[src/rtl/pcs_rx_lock_ber_mon.sv]
// pcs_rx_lock_ber_mon: per-lane sync-header block lock with gearbox slip and windowed hi-BER monitor
module pcs_rx_lock_ber_mon #(
  parameter int LANE_N       = 4,
  parameter int HEAD_W       = 2,
  parameter int SH_CNT_N     = 64,
  parameter int SH_INVLD_MAX = 16,
  parameter int SLIP_WAIT_N  = 2,
  parameter int BER_TIMER_N  = 156250,
  parameter int BER_CNT_MAX  = 97
) (
  input  logic                     clk,
  input  logic                     reset,
  input  logic [LANE_N-1:0]        signal_v_i,
  input  logic [LANE_N-1:0]        valid_i,
  input  logic [LANE_N*HEAD_W-1:0] head_i,
  output logic [LANE_N-1:0]        slip_v_o,
  output logic [LANE_N-1:0]        lock_v_o,
  output logic [LANE_N-1:0]        hi_ber_o,
  output logic                     link_ok_o
);
  localparam int SW = $clog2(SH_CNT_N + 1);
  localparam int IW = $clog2(SH_INVLD_MAX + 1);
  localparam int WW = SLIP_WAIT_N > 0 ? $clog2(SLIP_WAIT_N + 1) : 1;
  localparam int TW = $clog2(BER_TIMER_N + 1);
  localparam int BW = $clog2(BER_CNT_MAX + 1);
  localparam logic [SW-1:0] SH_LAST = SW'(SH_CNT_N);
  localparam logic [IW-1:0] INV_MAX = IW'(SH_INVLD_MAX);
  localparam logic [TW-1:0] TMR_LAST = TW'(BER_TIMER_N - 1);
  localparam logic [BW-1:0] BER_MAX = BW'(BER_CNT_MAX);
  typedef enum logic [1:0] {S_INIT, S_TEST, S_SLIP, S_WAIT} state_t;
  for (genvar l = 0; l < LANE_N; l++) begin : g_lane
    state_t          st;
    logic            lock, slip, hb, bad;
    logic [HEAD_W-1:0] hd;
    logic [SW-1:0]   sh_cnt, sh_nxt;
    logic [IW-1:0]   invld_cnt, inv_nxt;
    logic [WW-1:0]   wait_cnt;
    logic [TW-1:0]   tmr;
    logic [BW-1:0]   ber_cnt, ber_tot;
    // decode the sampled header and precompute next counter values
    always_comb begin
      hd = head_i[l*HEAD_W +: HEAD_W];
      bad = valid_i[l] & ~(hd == HEAD_W'(1) || hd == HEAD_W'(2));
      sh_nxt = sh_cnt + SW'(1);
      inv_nxt = invld_cnt + IW'(bad);
      ber_tot = (ber_cnt == BER_MAX) ? ber_cnt : ber_cnt + BW'(bad);
    end
    // lock FSM: test sync headers, request a slip on failure, then let the gearbox settle
    always_ff @(posedge clk) begin
      if (reset || !signal_v_i[l]) begin
        st        <= S_INIT;
        lock      <= 1'b0;
        slip      <= 1'b0;
        sh_cnt    <= '0;
        invld_cnt <= '0;
        wait_cnt  <= '0;
      end else begin
        slip <= 1'b0;
        case (st)
          S_INIT: st <= S_TEST;
          S_TEST: if (valid_i[l]) begin
            if (lock ? inv_nxt == INV_MAX : bad) begin
              st        <= S_SLIP;
              slip      <= 1'b1;
              lock      <= 1'b0;
              sh_cnt    <= '0;
              invld_cnt <= '0;
            end else if (sh_nxt == SH_LAST) begin
              lock      <= 1'b1;
              sh_cnt    <= '0;
              invld_cnt <= '0;
            end else begin
              sh_cnt    <= sh_nxt;
              invld_cnt <= inv_nxt;
            end
          end
          S_SLIP: begin
            st       <= (SLIP_WAIT_N == 0) ? S_TEST : S_WAIT;
            wait_cnt <= '0;
          end
          default: if (valid_i[l]) begin
            if (32'(wait_cnt) + 1 >= SLIP_WAIT_N) begin
              st       <= S_TEST;
              wait_cnt <= '0;
            end else begin
              wait_cnt <= wait_cnt + WW'(1);
            end
          end
        endcase
      end
    end
    // BER window: count invalid samples while locked, judge hi_ber at saturation or window end
    always_ff @(posedge clk) begin
      if (reset || !lock) begin
        tmr     <= '0;
        ber_cnt <= '0;
        hb      <= 1'b0;
      end else if (tmr == TMR_LAST) begin
        tmr     <= '0;
        ber_cnt <= '0;
        hb      <= ber_tot == BER_MAX;
      end else begin
        tmr     <= tmr + TW'(1);
        ber_cnt <= ber_tot;
        hb      <= hb | (ber_tot == BER_MAX);
      end
    end
    assign slip_v_o[l] = slip;
    assign lock_v_o[l] = lock;
    assign hi_ber_o[l] = hb;
  end
  // aggregate link status, one cycle behind the lane outputs
  always_ff @(posedge clk) begin
    link_ok_o <= reset ? 1'b0 : (&lock_v_o & ~|hi_ber_o);
  end
endmodule

[config.mk]
export PLATFORM = sky130hd
export DESIGN_NAME = pcs_rx_lock_ber_mon
export DESIGN_NICKNAME = d
export VERILOG_FILES = /design/src/rtl/pcs_rx_lock_ber_mon.sv
export SDC_FILE = /design/constraint.sdc
export NUM_CORES = 1
export LEC_CHECK = 0
export CORE_MARGIN = 1.5
export CORE_UTILIZATION = 50
export CTS_CLUSTER_DIAMETER = 100
export DETAILED_ROUTE_END_ITERATION = 8
export PLACE_DENSITY = 0.65
export SETUP_SLACK_MARGIN = 0.05
export SLEW_MARGIN = 20
export SYNTH_ARGS = -nofsm -noshare
export SYNTH_HDL_FRONTEND = slang
export SYNTH_SLANG_ARGS = --single-unit
export TNS_END_PERCENT = 100
[constraint.sdc]
create_clock -name clk -period 5.9 [get_ports clk]
set_input_delay 1.77 -clock clk [delete_from_list [all_inputs] [get_ports clk]]
set_output_delay 1.77 -clock clk [all_outputs]
set_load 0.1 [all_outputs]
==> out/results.tsv, run 1 <==
stage	metric	value	unit
global_route	gr ovfl total	0	
floorplanning	die area	18900	µm²
routing	detailed-route via count	7303	
power	Net Switching	0.000604	W
global_route	largest net degree at the start of global routing	27	
power	PD cells	257	nW/µm²
synth	Syn Std Cell Area	9040	µm²
routing	Post-Route WL	17200	µm
placement	GPL Wtd Cong	0.798	
worst_setup_path	Critical R2R Launch	g_lane[0].invld_cnt[0]$_SDFFE_PP0P_	
power	clock power share	0.476	
timing	setup violators final	0	
synth	Commonest cells post-synth	dfxtp_1 (177), nor2_1 (152), nand2_1 (105), nand3_1 (69), a21oi_1 (55)	
placement	post-DP HPWL	11700	µm
clock_tree	total clock sinks	177	
worst_setup_path	crit path launch	head_i[0]	
floorplanning	# IOs	31	
worst_setup_path	reg2reg setup slack	3.57	ns
cells_and_area	multi-input logic area	5140	µm²
floorplanning	CORE AREA	17500	µm²
synth	Post-synth EDFFs	0	
floorplanning	Initial Utilization	0.517	
synth	net count after synthesis	1170	
cells_and_area	Final nets	1176	
routing	drt wl/cell	12.8	µm
routing	Vias/cell	5.43	
worst_setup_path	crit path DAT	4.44	ns
timing	Fin Setup TNS	0	ns
clock_tree	post-CTS setup buffers	0	
clock_tree	clock slew at reported path FFs	0.07	ns
synth	most common cell in the netlist	dfxtp_1	
timing	Final min period	4.08	ns
clock_tree	Max Root-Sink Buffers	2	
synth	Syn Inst Count	1101	
timing	clock skew	0.0119	ns
outcome	status	complete, no violations	
power	sw frac	0.233	
power	VDD IR max	0.204	mV
clock_tree	Clock Latency Late Sink	0.43	ns
synth	top cell type by total area after synthesis	dfxtp_1	
synth	Post-synth top flop	dfxtp_1	
clock_tree	CTS root buf	clkbuf_16	
global_route	initial antenna violation count	0	
worst_setup_path	CP max FO	10	
synth	YS warnings	0	
routing	DRC Markers	0	
routing	DRT iter0 DRCs	288	
timing	final hold vios	0	
worst_setup_path	Crit Path Class	in2reg	
placement	port bufs	30	
floorplanning	die width	137	µm
synth	Synth area leaders	dfxtp_1 (39%), ha_1 (7.1%), nor2_1 (6.3%), xor2_1 (4.6%), nand2_1 (4.4%)	
clock_tree	cts repair resizes	0	
global_route	total track usage	0.193	
synth	asr flop ratio synth	0	
timing	part of the cycle the worst path needs	0.692	
timing	worst-margin pin slew	0.979	ns
cells_and_area	Reg area	3540	µm²
floorplanning	Die Y	137	µm
clock_tree	H-tree levels	4	
timing	hold_ws	0.457	ns
worst_setup_path	WP data required	6.26	ns
power	total power draw	0.00259	W
timing	max-slew violation count	0	
global_route	vias in the first global route	6628	
worst_hold_path	Hold Path Class	reg2reg	
synth	top cell type's share of synthesized area	0.392	
synth	syn avg cell area	8.21	µm²
worst_setup_path	CP endpoint	g_lane[0].sh_cnt[4]$_SDFFE_PP0P_	
clock_tree	Hold Buf Count CTS	0	
worst_setup_path	cells on worst reg2reg path	9	
clock_tree	CTS tree	yes	
worst_setup_path	CP Launch Type	input pin	
timing	Fmax	245	MHz
cells_and_area	Layout area overhead	11.3	%
worst_setup_path	crit end category	flop	
global_route	first-pass GRT wire length	29800	µm
synth	Distinct cells, synth	57	
routing	Final ANT Viol Nets	0	
cells_and_area	ratio of cells with drive above 1 in the final layout	0.0500	
synth	FF+latch count, synth	177	
floorplanning	row cnt	48	
power	P_leak	3.46	nW
cells_and_area	# fillers	1581	
cells_and_area	antenna cell count	0	
power	Comb power frac	0.057	
synth	sequential fraction of the synthesis area	0.392	
power	sequential share of power	0.466	
run	Max Cap Viol	0	
worst_setup_path	RR Endpoint	g_lane[0].sh_cnt[4]$_SDFFE_PP0P_	
routing	first-pass iteration count of the detailed router	5	
power	cell internal pwr	0.00198	W
timing	RSZ-0062 raised after global routing	no	
clock_tree	CTS buffer count	17	
timing	Worst slew margin	0.345	
-- per-stage QoR --
step,instance area (µm²),std cells,setup slack (ns),util
floorplan,9040,1101,2.20,-
global placement,9420,1313,1.45,0.539
detailed placement,9420,1313,1.37,0.539
CTS,10100,1345,1.82,0.576
global route,10100,1345,1.64,0.576
finish,10100,1345,1.82,0.576
-- state kept, by name (all words and copies together), names as in the netlist --
name / count
g_lane.st: 8
g_lane.hb: 4
g_lane.slip: 4
g_lane.tmr: 72
g_lane.lock: 4
g_lane.invld_cnt: 20
link_ok_o: 1
g_lane.ber_cnt: 28
g_lane.wait_cnt: 8
g_lane.sh_cnt: 28
-- cell type report --
| type | count | area share |
|---|---|---|
| Clock inverter | 14 | 0.0219 |
| Timing Repair Buffer | 32 | 0.0313 |
| Clock buffer | 18 | 0.0426 |
| Sequential cell | 177 | 0.352 |
| Inverter | 36 | 0.0134 |
| Tap cell | 225 | 0.0280 |
| Multi-Input combinational cell | 843 | 0.511 |
-- worst max-delay path, cell delays in order --
cell             delay [ns]
clkdlybuf4s50_1        0.47
xnor2_1                0.12
nand2_1                0.09
inv_1                  0.10
ha_1                   0.17
ha_1                   0.22
nand3_1                0.12
xor2_1                 0.19
o32ai_1                0.13
buf_4                  0.18
or2_2                  0.28
or3b_2                 0.46
a21oi_1                0.14
-- power groups by stage --
stage / Clock, W / Combinational, W / Sequential [W]
after floorplan: 0 / 0.000110 / 0.00123
after global placement: 0 / 0.000148 / 0.00123
final: 0.00123 / 0.000148 / 0.00121
after CTS: 0.00127 / 0.000150 / 0.00121
after global routing: 0.00131 / 0.000168 / 0.00121
after detailed placement: 0 / 0.000148 / 0.00123
-- layer usage --
layer,vias up,wire [µm],GRT usage
li1,3840,-,-
met4,0,152,0.0567
met3,10,417,0.0379
met2,79,7930,0.324
met1,3374,8680,0.250
met5,-,0,0
-- how the worst min path moves through the flow --
| stage | startpoint | to | slack (ns) | depth (start not counted) |
|---|---|---|---|---|
| 6_report | g_lane[2].invld_cnt[0]$_SDFFE_PP0P_ | g_lane[2].invld_cnt[0]$_SDFFE_PP0P_ | 0.46 | 2 |
| 5_1_grt | g_lane[1].invld_cnt[0]$_SDFFE_PP0P_ | g_lane[1].invld_cnt[0]$_SDFFE_PP0P_ | 0.48 | 2 |
| 4_1_cts | g_lane[2].invld_cnt[0]$_SDFFE_PP0P_ | g_lane[2].invld_cnt[0]$_SDFFE_PP0P_ | 0.46 | 2 |
| 3_5_place_dp | g_lane[2].invld_cnt[0]$_SDFFE_PP0P_ | g_lane[2].invld_cnt[0]$_SDFFE_PP0P_ | 0.45 | 2 |
| 3_3_place_gp | g_lane[1].tmr[0]$_SDFF_PP0_ | g_lane[1].tmr[0]$_SDFF_PP0_ | 0.44 | 1 |
| 2_1_floorplan | g_lane[1].hb$_SDFF_PP0_ | link_ok_o$_SDFF_PP0_ | 0.42 | 1 |
-- logic make-up after synthesis --
| logic type | after synthesis | synth area share |
|---|---|---|
| simple gates | 551 | 0.307 |
| flops | 177 | 0.392 |
| compound gates | 149 | 0.101 |
| xor+xnor | 89 | 0.0862 |
| buf+inv | 81 | 0.0400 |
| fa+ha+maj | 51 | 0.0706 |
| mux | 3 | 0.00332 |
-- cell usage in the layout (no fill, tap or decap), types with 5 or more instances in the layout --
cell type	instances
dfxtp_1	177
nor2_1	152
nand2_1	105
nand3_1	69
a21oi_1	55
ha_1	51
xor2_1	47
xnor2_1	42
nor3_1	40
o21ai_0	40
and3_1	37
inv_1	36
clkdlybuf4s50_1	30
nand4_1	20
nor2b_1	19
nor4_1	18
clkbuf_16	17
and2_1	15
nand2b_1	15
nand4b_1	13
a31oi_1	12
nor3b_1	7
nand3b_1	7
or2_2	7
nor4b_1	6
or3_1	5
o211ai_1	5
Note: power is estimated with default switching activity, not from simulation.
==> inputs of run 2 (changes only) <==
==> constraint.sdc (replaced) <==
create_clock -name clk -period 4.1 [get_ports clk]
set_input_delay 1.23 -clock clk [delete_from_list [all_inputs] [get_ports clk]]
set_output_delay 1.23 -clock clk [all_outputs]
set_load 0.1 [all_outputs]
==> run 2 against run 1 <==
Compared with the run above:
- count of clock-buffer cells in the layout decreased by 1
- cell area about the same
- final cell count increased by 0.67%
- clock skew decreased by 0.0047 ns
- total power increased by 37%
- register-to-register slack got worse by 1.8 ns
- global-route usage increased by 0.088 points
- first-iteration DRC count increased by 44%
- critical path depth unchanged
- flip-flop and latch count unchanged
- die area unchanged
- core utilization about the same
- critical path type unchanged
- largest power group is now registers
==> out/results.tsv, run 2 (synthesis results as in run 1) <==
stage	metric	value	unit	change
worst_setup_path	cell family with most CP delay	simple AND/OR/NAND/NOR gates		unchanged
clock_tree	H-tree levels	4		unchanged
worst_setup_path	reg2reg setup slack	1.75	ns	was 3.57 ns
worst_setup_path	Critical R2R Launch	g_lane[0].invld_cnt[0]$_SDFFE_PP0P_		unchanged
worst_setup_path	CP Launch Type	input pin		unchanged
timing	Fmax	283	MHz	
worst_setup_path	Crit Path Class	in2reg		unchanged
cells_and_area	most frequent cells in the layout	dfxtp_1 (177), nor2_1 (152), nand2_1 (105)		unchanged
routing	drt wl/cell	12.6	µm	was 12.8 µm
clock_tree	post-CTS setup buffers	0		unchanged
worst_setup_path	RR Endpoint	g_lane[0].sh_cnt[4]$_SDFFE_PP0P_		unchanged
worst_setup_path	slowest CP cell	clkdlybuf4s50_1		unchanged
power	VDD IR max	0.307	mV	was 0.204 mV
clock_tree	Max Root-Sink Buffers	2		unchanged
floorplanning	die width	137	µm	unchanged
floorplanning	Initial Utilization	0.517		unchanged
outcome	status	complete, no violations		unchanged
worst_setup_path	Max stage delay on crit path	0.47	ns	about the same
cells_and_area	ratio of cells with drive above 1 in the final layout	0.0611		was 0.0500
worst_hold_path	Hold Path Origin	g_lane[1].invld_cnt[0]$_SDFFE_PP0P_		was g_lane[2].invld_cnt[0]$_SDFFE_PP0P_
clock_tree	CTS buffer count	17		unchanged
floorplanning	die area	18900	µm²	unchanged
cells_and_area	Top Registers	g_lane.tmr (72), g_lane.ber_cnt (28), g_lane.sh_cnt (28)		unchanged
worst_setup_path	crit end category	flop		unchanged
worst_setup_path	CP dominant cell by count	ha_1		unchanged
placement	port bufs	30		unchanged
placement	GPL Wtd Cong	0.805		was 0.798
clock_tree	Clock Latency Late Sink	0.43	ns	about the same
power	P_leak	3.48	nW	was 3.46 nW
routing	detailed-route via count	7287		was 7303
global_route	vias in the first global route	6735		was 6628
routing	first-pass iteration count of the detailed router	4		was 5
worst_setup_path	WP data required	4.45	ns	was 6.26 ns
placement	post-DP HPWL	11800	µm	was 11700 µm
worst_hold_path	Hold Path Class	reg2reg		unchanged
routing	Vias/cell	5.38		was 5.43
worst_hold_path	hold worst-path end	g_lane[1].invld_cnt[0]$_SDFFE_PP0P_		was g_lane[2].invld_cnt[0]$_SDFFE_PP0P_
timing	worst-margin pin slew	0.981	ns	was 0.979 ns
timing	max-slew violation count	0		unchanged
global_route	gr ovfl total	0		unchanged
floorplanning	# IOs	31		unchanged
cells_and_area	Layout area overhead	11.3	%	about the same
worst_setup_path	worst path cell trace	clkdlybuf4s50_1 > xnor2_1 > nand2_1 > inv_1 > ha_1 > ha_1 > nand3_1 > xor2_1 > o32ai_1 > buf_4 > or2_2 > or3b_2 > a21oi_1		unchanged
power	PD cells	353	nW/µm²	was 257 nW/µm²
timing	part of the cycle the worst path needs	0.862		
global_route	total track usage	0.194		was 0.193
timing	clock skew	0.00716	ns	was 0.0119 ns
timing	RSZ-0062 raised after global routing	no		unchanged
timing	hold_ws	0.459	ns	was 0.457 ns
routing	DRC Markers	0		unchanged
routing	DRT iter0 DRCs	414		was 288
floorplanning	row cnt	48		unchanged
clock_tree	CTS tree	yes		unchanged
global_route	initial antenna violation count	0		unchanged
floorplanning	CORE AREA	17500	µm²	unchanged
worst_setup_path	Buf/Inv on CP	3		unchanged
floorplanning	Die Y	137	µm	unchanged
run	Max Cap Viol	0		unchanged
placement	DP Cell Count	1322		was 1313
timing	Worst slew margin	0.344		was 0.345
worst_hold_path	Min-Delay Path Depth	2		unchanged
clock_tree	cts repair resizes	0		unchanged
global_route	first-pass GRT wire length	29900	µm	was 29800 µm
power	total power draw	0.00355	W	was 0.00259 W
cells_and_area	commonest non-fill, non-tap cell in the layout	dfxtp_1		unchanged
clock_tree	CTS root buf	clkbuf_16		unchanged
timing	final hold vios	0		unchanged
timing	Fin Setup TNS	0	ns	unchanged
cells_and_area	max FFs per register	72		unchanged
worst_setup_path	cells on worst reg2reg path	9		unchanged
routing	Final ANT Viol Nets	0		unchanged
routing	Post-Route WL	17100	µm	was 17200 µm
clock_tree	total clock sinks	177		unchanged
cells_and_area	Final nets	1185		was 1176
cells_and_area	antenna cell count	0		unchanged
worst_setup_path	crit path DAT	3.88	ns	was 4.44 ns
clock_tree	clock slew at reported path FFs	0.07	ns	about the same
timing	setup violators final	0		unchanged
clock_tree	Hold Buf Count CTS	0		unchanged
timing	Final min period	3.53	ns	
global_route	largest net degree at the start of global routing	27		unchanged
worst_setup_path	crit path launch	head_i[0]		unchanged
worst_setup_path	CP max FO	10		unchanged
cells_and_area	Most flops, register	g_lane.tmr		unchanged
cells_and_area	Layout Cells excl Fill	1354		was 1345
run 2: cell count changes in the layout (fill, tap and decap cells not counted), sizes merged, moves of 2 or more:
cell,change
clkinvlp,-2
clkinv,+2
bufinv,-4
clkdlybuf4s50,-3
buf,+12
inv,+5
run 2: worst max path at each step:
stage | to | slack, ns | cells after the start
2_1_floorplan | g_lane[0].sh_cnt[4]$_SDFFE_PP0P_ | 0.94 | 11
4_1_cts | g_lane[0].sh_cnt[4]$_SDFFE_PP0P_ | 0.58 | 13
5_1_grt | g_lane[0].sh_cnt[4]$_SDFFE_PP0P_ | 0.41 | 13
3_5_place_dp | g_lane[0].sh_cnt[4]$_SDFFE_PP0P_ | 0.13 | 13
3_3_place_gp | g_lane[0].sh_cnt[4]$_SDFFE_PP0P_ | 0.19 | 13
6_report | g_lane[0].sh_cnt[4]$_SDFFE_PP0P_ | 0.57 | 13
run 2: cell type report:
| type | instances | area (µm²) |
|---|---|---|
| fill | 1592 | 7410 |
| multi-input combinational | 843 | 5140 |
| sequential | 177 | 3540 |
| clock buffer | 17 | 425 |
| timing repair buffer | 41 | 375 |
| tap | 225 | 282 |
| clock inverter | 15 | 159 |
| inverter | 36 | 135 |
run 2: worst min-delay path: stages (launching register included):
cell and delay, ns:
dfxtp_1 0.31, nand2_1 0.05, a21oi_1 0.05
run 2: metrics by stage:
stage | utilization | setup WS, ns | cell area, µm²
2_1_floorplan | - | 0.943 | 9040
3_3_place_gp | 0.542 | 0.189 | 9480
3_5_place_dp | 0.542 | 0.130 | 9480
4_1_cts | 0.576 | 0.576 | 10100
5_1_grt | 0.576 | 0.409 | 10100
6_report | 0.576 | 0.568 | 10100
run 2: report_power, final:
| group | internal, W | total [W] | switching, W |
|---|---|---|---|
| sequential | 0.00173 | 0.00174 | 0.00000823 |
| clock | 0.000821 | 0.00159 | 0.000773 |
| combinational | 0.0000880 | 0.000221 | 0.000132 |
| total | 0.00264 | 0.00355 | 0.000914 |
run 2: per-layer routing:
layer,vias to the layer above,wire (µm),track usage
met5,-,0,0
met4,0,357,0.0743
met1,3333,8530,0.251
met3,20,516,0.0383
met2,79,7670,0.318
li1,3855,-,-
